[src/rtl/ts_tracklet_mux_fifo_pkg.sv]
// ---------------------------------------------------------------------------
// ts_tracklet_mux_fifo_pkg
// Shared constants and helpers for the tracklet merge FIFO slice.
//
// STRUCT_TRACKLET_DATA_BITS mirrors the packed tracklet word width kept in
// the shared Constants.txt. The tracklet field boundaries also live there.
// This block moves the word as an opaque vector, so no field positions are
// declared in this package.
// ---------------------------------------------------------------------------
package ts_tracklet_mux_fifo_pkg;

  localparam int STRUCT_TRACKLET_DATA_BITS = 64;

  // Width of a channel index. It never drops below one bit, so that a
  // single-channel build still has a legal out_ch port.
  function automatic int chIdxBits(input int nCh);
    return (nCh > 1) ? $clog2(nCh) : 1;
  endfunction

endpackage

[src/rtl/ts_tracklet_fifo_ch.sv]
// ---------------------------------------------------------------------------
// ts_tracklet_fifo_ch
// One synchronous FIFO channel of the tracklet merger. It holds a circular
// buffer, wrapping read and write pointers, an occupancy count, full and
// almost-full flags, and a saturating counter of dropped writes.
//
// Ports
//   clk      : processing clock, rising edge
//   reset    : synchronous active-high reset (highest precedence)
//   flush    : empties the channel and ignores a write in the same cycle
//   wr_en    : write strobe for din
//   din      : tracklet word to store
//   pop      : the arbiter has taken rd_data this cycle
//   rd_data  : word at the head of the buffer (valid when !empty)
//   empty    : occupancy == 0
//   full     : occupancy == DEPTH
//   afull    : occupancy >= DEPTH-2
//   ovf_cnt  : number of writes dropped because the channel was full
// ---------------------------------------------------------------------------
module ts_tracklet_fifo_ch
  import ts_tracklet_mux_fifo_pkg::*;
#(
  parameter int DEPTH     = 16,
  parameter int DATA_BITS = STRUCT_TRACKLET_DATA_BITS,
  parameter int OVF_BITS  = 8
) (
  input  logic                 clk,
  input  logic                 reset,
  input  logic                 flush,
  input  logic                 wr_en,
  input  logic [DATA_BITS-1:0] din,
  input  logic                 pop,
  output logic [DATA_BITS-1:0] rd_data,
  output logic                 empty,
  output logic                 full,
  output logic                 afull,
  output logic [OVF_BITS-1:0]  ovf_cnt
);

  localparam int PTR_BITS = $clog2(DEPTH);
  localparam int CNT_BITS = PTR_BITS + 1;

  logic [DATA_BITS-1:0] mem_q [DEPTH];
  logic [PTR_BITS-1:0]  wrPtr_q, wrPtr_d;
  logic [PTR_BITS-1:0]  rdPtr_q, rdPtr_d;
  logic [CNT_BITS-1:0]  count_q, count_d;
  logic [OVF_BITS-1:0]  ovf_q, ovf_d;
  logic                 popEn;
  logic                 wrAccept;
  logic                 wrDrop;

  // Status flags come straight from the occupancy count. The pointers alone
  // cannot tell full from empty, because both states have equal pointers.
  assign empty   = (count_q == '0);
  assign full    = (count_q == CNT_BITS'(DEPTH));
  assign afull   = (count_q >= CNT_BITS'(DEPTH - 2));
  assign rd_data = mem_q[rdPtr_q];
  assign ovf_cnt = ovf_q;

  // A pop frees a slot in the same cycle. A full channel that is being
  // drained therefore still takes the incoming word, and nothing is counted
  // as dropped. A write that arrives during a flush is neither stored nor
  // counted as dropped.
  assign popEn    = pop && !empty && !flush;
  assign wrAccept = wr_en && !flush && (!full || popEn);
  assign wrDrop   = wr_en && !flush && full && !popEn;

  // Next-state logic for the pointers, the count and the overflow counter.
  // The pointers are exactly log2(DEPTH) bits wide, so the increment wraps
  // modulo DEPTH with no extra logic. A flush clears the buffer state but
  // keeps the overflow history.
  always_comb begin
    wrPtr_d = wrPtr_q;
    rdPtr_d = rdPtr_q;
    count_d = count_q;
    ovf_d   = ovf_q;
    if (flush) begin
      wrPtr_d = '0;
      rdPtr_d = '0;
      count_d = '0;
    end else begin
      if (wrAccept) begin
        wrPtr_d = wrPtr_q + PTR_BITS'(1);
      end
      if (popEn) begin
        rdPtr_d = rdPtr_q + PTR_BITS'(1);
      end
      case ({wrAccept, popEn})
        2'b10:   count_d = count_q + CNT_BITS'(1);
        2'b01:   count_d = count_q - CNT_BITS'(1);
        default: count_d = count_q;
      endcase
    end
    if (wrDrop && (ovf_q != '1)) begin
      ovf_d = ovf_q + OVF_BITS'(1);
    end
  end

  // Control state register. Reset wins over everything else.
  always_ff @(posedge clk) begin
    if (reset) begin
      wrPtr_q <= '0;
      rdPtr_q <= '0;
      count_q <= '0;
      ovf_q   <= '0;
    end else begin
      wrPtr_q <= wrPtr_d;
      rdPtr_q <= rdPtr_d;
      count_q <= count_d;
      ovf_q   <= ovf_d;
    end
  end

  // Storage array. It has no reset, so it can map onto RAM. Stale contents
  // are harmless, because only the count decides what is readable. A word
  // written while full-and-popping lands in the slot being read this cycle.
  // The reader still sees the old word, since the array updates only at
  // the clock edge.
  always_ff @(posedge clk) begin
    if (!reset && wrAccept) begin
      mem_q[wrPtr_q] <= din;
    end
  end

endmodule

[src/rtl/ts_tracklet_mux_fifo.sv]
// ---------------------------------------------------------------------------
// ts_tracklet_mux_fifo
// Merges N_CH independent tracklet write channels into one stream. Each
// channel has its own FIFO (ts_tracklet_fifo_ch). A round-robin arbiter
// feeds a single registered output stage that uses a valid/ready handshake.
//
// Ports
//   clk       : processing clock, rising edge
//   reset     : synchronous active-high reset (wins over flush and traffic)
//   flush     : drops every buffered word and the output word; keeps the
//               overflow counters and the round-robin position
//   wr_en     : per-channel write strobes
//   din       : per-channel words, channel k at [k*DATA_BITS +: DATA_BITS]
//   out_ready : downstream takes the current output word
//   out_valid : dout/out_ch hold a word
//   dout      : merged tracklet word
//   out_ch    : source channel of dout
//   ch_full   : per-channel full flags
//   ch_afull  : per-channel occupancy >= DEPTH-2 flags
//   ovf_cnt   : per-channel saturating dropped-write counters
// ---------------------------------------------------------------------------
module ts_tracklet_mux_fifo
  import ts_tracklet_mux_fifo_pkg::*;
#(
  parameter int N_CH      = 4,
  parameter int DEPTH     = 16,
  parameter int DATA_BITS = STRUCT_TRACKLET_DATA_BITS,
  parameter int OVF_BITS  = 8,
  localparam int CH_BITS  = chIdxBits(N_CH)
) (
  input  logic                      clk,
  input  logic                      reset,
  input  logic                      flush,
  input  logic [N_CH-1:0]           wr_en,
  input  logic [N_CH*DATA_BITS-1:0] din,
  input  logic                      out_ready,
  output logic                      out_valid,
  output logic [DATA_BITS-1:0]      dout,
  output logic [CH_BITS-1:0]        out_ch,
  output logic [N_CH-1:0]           ch_full,
  output logic [N_CH-1:0]           ch_afull,
  output logic [N_CH*OVF_BITS-1:0]  ovf_cnt
);

  logic [DATA_BITS-1:0] chData [N_CH];
  logic [N_CH-1:0]      chEmpty;
  logic [N_CH-1:0]      chPop;

  logic                 outValid_q, outValid_d;
  logic [DATA_BITS-1:0] dout_q, dout_d;
  logic [CH_BITS-1:0]   outCh_q, outCh_d;
  logic [CH_BITS-1:0]   rrPtr_q, rrPtr_d;

  logic                 grantValid;
  logic [CH_BITS-1:0]   grantCh;
  logic                 loadEn;
  int                   searchIdx;

  // One FIFO per write channel. Each channel sees only its own slice of din
  // and its own pop strobe.
  for (genvar k = 0; k < N_CH; k++) begin : g_ch
    ts_tracklet_fifo_ch #(
      .DEPTH     (DEPTH),
      .DATA_BITS (DATA_BITS),
      .OVF_BITS  (OVF_BITS)
    ) u_ch (
      .clk     (clk),
      .reset   (reset),
      .flush   (flush),
      .wr_en   (wr_en[k]),
      .din     (din[k*DATA_BITS +: DATA_BITS]),
      .pop     (chPop[k]),
      .rd_data (chData[k]),
      .empty   (chEmpty[k]),
      .full    (ch_full[k]),
      .afull   (ch_afull[k]),
      .ovf_cnt (ovf_cnt[k*OVF_BITS +: OVF_BITS])
    );
  end

  // Round-robin search: pick the first non-empty channel after the last
  // granted one, going up and wrapping around. The loop walks the offsets
  // from farthest to nearest, so the nearest non-empty channel is written
  // last and wins, and no early exit is needed. rrPtr resets to the last
  // channel, so the first search after reset begins at channel 0.
  always_comb begin
    grantValid = 1'b0;
    grantCh    = '0;
    searchIdx  = 0;
    for (int i = N_CH; i >= 1; i--) begin
      searchIdx = int'(rrPtr_q) + i;
      if (searchIdx >= N_CH) begin
        searchIdx = searchIdx - N_CH;
      end
      if (!chEmpty[searchIdx]) begin
        grantValid = 1'b1;
        grantCh    = CH_BITS'(searchIdx);
      end
    end
  end

  // The output stage loads whenever it is empty or its word is being taken.
  // The granted channel is popped on that same edge, so a steady stream
  // moves one word per cycle. No load happens during a flush.
  assign loadEn = !flush && grantValid && (!outValid_q || out_ready);

  // Pop strobe for the granted channel only.
  always_comb begin
    chPop = '0;
    if (loadEn) begin
      chPop[grantCh] = 1'b1;
    end
  end

  // Next state of the output stage and the arbiter pointer. A stalled word
  // keeps dout/out_ch untouched. out_valid drops only once the current word
  // is taken and nothing is left to load. A flush empties the stage but
  // leaves the round-robin position where it was.
  always_comb begin
    outValid_d = outValid_q;
    dout_d     = dout_q;
    outCh_d    = outCh_q;
    rrPtr_d    = rrPtr_q;
    if (flush) begin
      outValid_d = 1'b0;
    end else if (loadEn) begin
      outValid_d = 1'b1;
      dout_d     = chData[grantCh];
      outCh_d    = grantCh;
      rrPtr_d    = grantCh;
    end else if (out_ready) begin
      outValid_d = 1'b0;
    end
  end

  // Output stage and arbiter registers. Reset clears every visible output,
  // so no word that was buffered before the reset can show up afterwards.
  always_ff @(posedge clk) begin
    if (reset) begin
      outValid_q <= 1'b0;
      dout_q     <= '0;
      outCh_q    <= '0;
      rrPtr_q    <= CH_BITS'(N_CH - 1);
    end else begin
      outValid_q <= outValid_d;
      dout_q     <= dout_d;
      outCh_q    <= outCh_d;
      rrPtr_q    <= rrPtr_d;
    end
  end

  assign out_valid = outValid_q;
  assign dout      = dout_q;
  assign out_ch    = outCh_q;

endmodule

[config.mk]
export PLATFORM = sky130hd
export DESIGN_NAME = ts_tracklet_mux_fifo
export DESIGN_NICKNAME = d
export VERILOG_FILES = /design/src/rtl/ts_tracklet_mux_fifo_pkg.sv /design/src/rtl/ts_tracklet_fifo_ch.sv /design/src/rtl/ts_tracklet_mux_fifo.sv
export SDC_FILE = /design/constraint.sdc
export NUM_CORES = 2
export LEC_CHECK = 0
export CAP_MARGIN = 40
export CORE_MARGIN = 1
export CORE_UTILIZATION = 25
export DETAILED_ROUTE_END_ITERATION = 10
export PLACE_DENSITY = 0.45
export RECOVER_POWER = 25
export SETUP_SLACK_MARGIN = 0.2
export SLEW_MARGIN = 20
export SYNTH_ARGS = -nofsm -noshare
export SYNTH_HDL_FRONTEND = slang
export SYNTH_SLANG_ARGS = --single-unit
[constraint.sdc]
create_clock -name clk -period 13 [get_ports clk]
set_clock_uncertainty 0.05 [all_clocks]
set_input_delay 2.6 -clock clk [delete_from_list [all_inputs] [get_ports clk]]
set_output_delay 2.6 -clock clk [all_outputs]
set_load 0.05 [all_outputs]
**Word-level counts from Yosys, hierarchy flattened**

Memory sizes are Yosys's and may differ from the RTL's. A register that Yosys moved wholly into a read port is not among the register bits.
Cells that the tools add are included.

- Flip-flop bits (word level): 153
- Bits in writable memories: 4096
- Bits of input ports: 264
- Output and inout port bits: 107
- Word-level logic and storage cells: 203
- Memories: 4

Memories:

| memory | words | width | rd ports | clocked after memory_dff | wr ports | line | text |
|---|---|---|---|---|---|---|---|
| g_ch[0].u_ch.mem_q | 16 | 64 | 1 | 1 | 1 | ts_tracklet_fifo_ch.sv:43 | `logic [DATA_BITS-1:0] mem_q [DEPTH];` |
| g_ch[1].u_ch.mem_q | 16 | 64 | 1 | 1 | 1 | ts_tracklet_fifo_ch.sv:43 |  |
| g_ch[2].u_ch.mem_q | 16 | 64 | 1 | 1 | 1 | ts_tracklet_fifo_ch.sv:43 |  |
| g_ch[3].u_ch.mem_q | 16 | 64 | 1 | 1 | 1 | ts_tracklet_fifo_ch.sv:43 |  |

- $add $sub $neg: 28
- Order comparisons: 15
- Eq/ne operators: 16
- Muxes and demuxes: 52
- Bitwise logic cells: 2
- Reductions and logical operators: 66

Operator list:

| cell | count |
|---|---|
| binary-select mux 64 bit (select 2 bit) | 1 |
| < comparator 32 x 4 -> 1 bit, second input constant | 4 |
| two-way mux 32 bit | 4 |
| two-way mux 64 bit | 2 |
| one-hot mux 5 bit (2 select lines) | 4 |
| two-way mux 4 bit | 9 |
| logical AND 1 bit | 35 |
| adder 4 x 1 -> 4 bit, second input constant | 8 |
| adder 8 x 1 -> 8 bit, second input constant | 4 |
| != test 8 bit, second input constant | 4 |
| two-way mux 1 bit | 23 |
| adder 5 x 1 -> 5 bit, second input constant | 4 |
| equality test 5 bit, second input constant | 4 |
| >= comparator 5 x 4 -> 1 bit, second input constant | 4 |
| zero test 5 bit | 4 |
| subtractor 5 x 1 -> 5 bit, second input constant | 4 |
| zero test 1 bit | 15 |
| >= comparator 3 bit, second input constant | 4 |
| subtractor 3 x 3 -> 4 bit, second input constant | 3 |
| nonzero test 2 bit | 5 |
| binary-select mux 1 bit (select 2 bit) | 4 |
| equality test 2 x 1 -> 1 bit, second input constant | 4 |
| equality test 2 bit, second input constant | 4 |
| two-way mux 2 bit | 4 |
| 13 further kinds | 18 |

**Depth between registers and ports, before layout**

- Word-level depth: 22
- Gate-level depth with buffers: 20
- Depth with buffers taken out: 15

**By module**

Synthesis repeated with hierarchy kept, for this count alone.

- Cell total of the unflattened synthesis: 6931
- Area, all modules: 162948.8 um^2

By module, submodules not included:

| module | instances | cells each | area an instance (um^2) | seq. area each (um^2) |
|---|---|---|---|---|
| ts_tracklet_fifo_ch | 4 | 1577 | 39609.2 | 31250.0 |
| ts_tracklet_mux_fifo | 1 | 623 | 4511.8 | 1381.3 |

**Worst setup path before layout**

No wires, ideal clock.

- Kind: input -> register
- Start: input out_ready
- End: memory g_ch[3].u_ch.mem_q[0][0] (netlist name), enable pin
- Library setup time: 0.666 ns
- Arrival: 10.306 ns
- Required time: 12.284 ns
- Slack: 1.978 ns
- Stages: 9
- Path buffers: 2
- Path through: nor2b_1 -> nor2_1 -> o21a_1 -> clkbuf_1 -> o311ai_4 -> inv_4 -> buf_6 -> o21ai_2 -> nor4b_1

- Longest elaborated chain between the ends: 10

Ends and longest elaborated chain:

| element | line | text |
|---|---|---|
| start: declaration | ts_tracklet_mux_fifo.sv:36 | `input logic out_ready,` |
| logical OR 1 bit | ts_tracklet_mux_fifo.sv:105 | `assign loadEn = !flush && grantValid && (!outValid_q \|\| out_ready);` |
| logical AND 1 bit | ts_tracklet_mux_fifo.sv:105 |  |
| two-way mux 4 bit | ts_tracklet_mux_fifo.sv:110 | `if (loadEn) begin` |
| logical AND 1 bit (2 in series) | ts_tracklet_fifo_ch.sv:64 | `assign popEn = pop && !empty && !flush;` |
| logical OR 1 bit | ts_tracklet_fifo_ch.sv:65 | `assign wrAccept = wr_en && !flush && (!full \|\| popEn);` |
| logical AND 1 bit | ts_tracklet_fifo_ch.sv:65 |  |
| logical AND 1 bit | ts_tracklet_fifo_ch.sv:120 | `if (!reset && wrAccept) begin` |
| two-way mux 1 bit | ts_tracklet_fifo_ch.sv:120 |  |
| two-way mux 1 bit (implied by the code) | ts_tracklet_fifo_ch.sv:121 | `mem_q[wrPtr_q] <= din;` |
| end: declaration | ts_tracklet_fifo_ch.sv:43 |  |

Every way passes these cells.

**Worst setup path in the final report**

- Start: input out_ready
- End: register g_ch[3].u_ch.count_q[4]

- Longest elaborated chain between the ends: 9
- Elaborated cells between the ends (all ways): 11
- Classes of those cells: eq/ne: 2; mux: 2; reduce/logical: 7

Ends and longest elaborated chain:

| element | line | text |
|---|---|---|
| logical OR 1 bit * | ts_tracklet_mux_fifo.sv:105 |  |
| logical AND 1 bit * | ts_tracklet_mux_fifo.sv:105 |  |
| two-way mux 4 bit * | ts_tracklet_mux_fifo.sv:110 |  |
| logical AND 1 bit * (2 in series) | ts_tracklet_fifo_ch.sv:64 |  |
| logical OR 1 bit | ts_tracklet_fifo_ch.sv:65 |  |
| logical AND 1 bit | ts_tracklet_fifo_ch.sv:65 |  |
| equality test 2 x 1 -> 1 bit / equality test 2 bit (equally long branches) | ts_tracklet_fifo_ch.sv:88 | `case ({wrAccept, popEn})` |
| one-hot mux 5 bit (2 select lines) / nonzero test 2 bit (equally long branches) | -- |  |
| end signal: assignment | ts_tracklet_fifo_ch.sv:109 | `count_q <= count_d;` |
| end: declaration | ts_tracklet_fifo_ch.sv:46 | `logic [CNT_BITS-1:0] count_q, count_d;` |

Mark *: on every way between the ends. The rest lies on a longest branch, timed or not.
A chain may end at the register's enable or synchronous reset.

==> impl_results.md <==
* Core area at 649000 um2
* Die X at ~810 um
* Syn nets at roughly 7700
* Number of global-route vias before repair at between 80000 and 90000
* Setup WS pre-CTS at between 5000 and 6000 ps
* Arr. time, crit path at around 7000 ps
* Layout area overhead at 19.1%
* Number of cells on the worst hold path at 2
* Critical setup path kind: input pin to register
* P_sw at around 0.0063 W
* Ys async rst share at 0%
* Worst Max-Slew Pin Slew at 1090 ps
* Post-CTS setup buffers at 0
* Via/cell ratio at 4.66
* Synth Instances at 7438
* Gpl congestion at 0.807
* # IOs at ~370
* Fin area at 194000 um2
* TritonCTS clock tree: built
* Slew headroom at between 20% and 30%
* R2R depth at 16
* Max-cap violations at 0
* RSZ-0062 raised after global routing: no
* Fin nets at between 8000 and 9000
* Startpoint Class: input pin
* Outcome: complete, no violations
* Grt ovf at 0
* Setup tns final at 0 ps
* Leakage power total at ~58 nW
* Worst R2R Setup Slack at 7210 ps
* Final setup viols at 0
* Max-slew violations at 0
* Flop pwr share at 52.9%
* Tcrit/Tclk final at about half
* TritonRoute pass-1 iters at 8
* Clk slew on worst S/H paths at ~70 ps
* CP max stage cell: nor2b_1
* Largest net degree at the start of global routing at ~120
* Hold Crit Start: g_ch[3].u_ch.rdPtr_q[1]
* Post-Synthesis Cell Area at between 150000 and 200000 um2
* Max VDD drop at around 0.13 mV
* Combinational share of power at approximately 4.0%
* Netlist cell types at a little under 80
* Root Buffer: clkbuf_16
* HPWL after DPL at roughly 320 mm
* Min-delay worst type: register to register
* DRC violations left at 0
* Dpl cell area at 180000 um2
* Antenna-violating nets left at 0
* Worst Setup End Kind: register
* H-Tree Depth at 5
* Starting DRT DRC Count at 7839
* Worst skew pair latency at 1000 ps
* Pwr dens at approximately 150 nW/um2
* Overall Global Routing Usage at roughly 15%
* Yosys warning count at 0
* Die footprint at ~650000 um2
* Initial Util at roughly a quarter
* CTS sink count at between 4000 and 5000
* Mean Syn Cell Area at 21.9 um2
* Clock power share at between 40% and 50%
* Die height at about 810 um
* Max clock buf depth at 4
* Final Hold Fails at 0
* Reg-to-reg critical path endpoint: g_ch[2].u_ch.count_q[4]
* Top_reg_cell synth: edfxtp_1
* Final min period at between 6000 and 7000 ps
* Sw frac at between 20% and 30%
* IO Port Bufs at 370
* Post_cts resized at 0
* Share of post-route cells with drive strength above 1 at approximately 26%
* Drt wl/cell at about 29 um
* Worst reg2reg path startpoint: g_ch[1].u_ch.count_q[0]
* Seq cells post-synth at about 4300
* Via count at 80200
* Cells along the critical path: clkdlybuf4s50_1 -> nor2b_1 -> nor2_1 -> o21a_4 -> buf_16 -> o311ai_4 -> inv_4 -> o21ai_2 -> buf_4 -> ha_1 -> xor2_1 -> ha_1 -> a21oi_1 -> nor3b_1 -> o21ai_0 -> a21oi_1 -> xnor2_1 -> nor2_1
* Crit-path max FO at 57
* # rows at between 200 and 300
* Clock buffer count from CTS at 430
* Initial antenna violation count at about 200
* Routed WL at 504 mm
* CP max stage delay at 660 ps
* Required time worst endpoint at 13800 ps
* Sequential element share of the synthesized area at 77.7%
* CTS hold repair buffers at 0
* Number of flops mapped to enable cells by yosys at about 4000
* Global-route wire length before repair at roughly 690 mm
* Post-route setup slack at 6620 ps
* F_max at 157 MHz
* Internal power at 0.0225 W
==> layout by cell type, fill, tap and decap left out, types with 48 or more instances in the layout <==
cell type and instances:
edfxtp_1 4096, mux4_2 1046, clkbuf_16 438, a22oi_1 404, buf_4 247, clkdlybuf4s50_1 227
nand2_1 166, dfxtp_1 157, dlygate4sd3_1 141, a21oi_1 130, nor2_1 116, clkbuf_1 102
o21ai_0 82, clkinv_2 82, diode_2 80, clkinv_1 79, a311oi_1 53, a22o_1 48
==> cell usage after synthesis (all sizes together), types with 10 or more instances <==
cell    number  area [um2]
or4         19         150
o211ai      12        90.1
nor2b       39         244
and3        20         125
mux2i       47         470
xnor2       10        87.6
nand4       16         106
nand2b      17         106
a31oi       26         163
a311oi      54         479
nand3       44         220
nand2      167         627
o21ai      103         523
a22o        48         420
clkbuf     303        1140
nor4        61         433
o31ai       13        97.6
buf        161         753
or3         18         113
ha          37         463
a22oi      405        3040
mux4      1046       23600
mux2        11         124
a21oi      137         689
inv         31         119
edfxtp    4096      123000
a221oi      49         429
dfxtp      169        3380
o21bai      13        97.6
nor2       131         507
nor3        49         245
==> logic make-up (layout without fill, tap and decap cells) <==
| logic type | count (synthesis) | count (layout) | share of synthesized area (%) |
|---|---|---|---|
| buf+inv | 495 | 1534 | 1.23 |
| other cells | 0 | 80 | 0 |
| xor+xnor | 19 | 19 | 0.102 |
| flops | 4265 | 4265 | 77.7 |
| compound gates | 909 | 909 | 3.98 |
| mux | 1104 | 1104 | 14.8 |
| fa+ha+maj | 39 | 39 | 0.309 |
| simple gates | 607 | 607 | 1.89 |
==> layer usage <==
layer / GRT usage, % / vias up / share of wire (%)
met5: 0 / - / 0.066
met2: 24.8 / 2411 / 48
met1: 19.4 / 43700 / 42
li1: - / 33200 / -
met4: 5.42 / 50 / 4.2
met3: 3.01 / 811 / 5.7
==> power groups by stage <==
| stage | Combinational (W) | Sequential (W) | Clock (W) |
|---|---|---|---|
| 2_1_floorplan | 0.000358 | 0.0155 | 0 |
| 3_3_place_gp | 0.00112 | 0.0155 | 0 |
| 3_5_place_dp | 0.00117 | 0.0155 | 0 |
| 4_1_cts | 0.00117 | 0.0152 | 0.0127 |
| 5_1_grt | 0.00121 | 0.0152 | 0.0131 |
| 6_report | 0.00115 | 0.0152 | 0.0124 |
==> per-stage QoR <==
step	power [W]	utilization, %	hold WS, ps	std cells
floorplan	0.0159	-	401	7438
global placement	0.0166	27.4	423	16200
detailed placement	0.0167	27.7	438	16300
CTS	0.0291	29.8	443	17100
global route	0.0296	29.8	468	17100
finish	0.0288	29.9	441	17200
==> area by class of cell <==
type / instances / area [um2]
clock buffer: 544 / 11400
multi-input combinational: 2678 / 35100
timing repair buffer: 705 / 7260
antenna: 80 / 200
fill: 62600 / 455000
inverter: 31 / 119
tap: 8642 / 10800
sequential: 4265 / 126000
clock inverter: 254 / 2480
==> flip-flops by register name (all words and copies together) (netlist names), named ones only <==
name / count
out_ch: 2
rrPtr_q: 2
g_ch.u_ch.count_q: 20
g_ch.u_ch.mem_q: 4096
g_ch.u_ch.wrPtr_q: 16
g_ch.u_ch.ovf_cnt: 32
out_valid: 1
g_ch.u_ch.rdPtr_q: 16
dout: 64
==> how the worst max path moves through the flow <==
stage | end | from | cells past startpoint
after floorplan | g_ch[3].u_ch.mem_q[0][0] | out_ready | 9
after global placement | g_ch[2].u_ch.count_q[4] | out_ready | 16
after detailed placement | g_ch[1].u_ch.mem_q[5][44] | out_ready | 10
after CTS | ch_full[1] | g_ch[1].u_ch.count_q[0] | 4
after global routing | g_ch[3].u_ch.count_q[4] | out_ready | 18
final | g_ch[3].u_ch.count_q[4] | out_ready | 18
==> worst max-delay path, delay by kind of cell <==
family                   cells  cell delay [ps]
XOR/XNOR                     2              320
AO/OA/AOI/OAI                6             1120
buffers and inverters        4             1270
adder cells (fa/ha/maj)      2              560
AND/OR/NAND/NOR              4             1220
No activity file was read; power rests on OpenSTA's default activity.
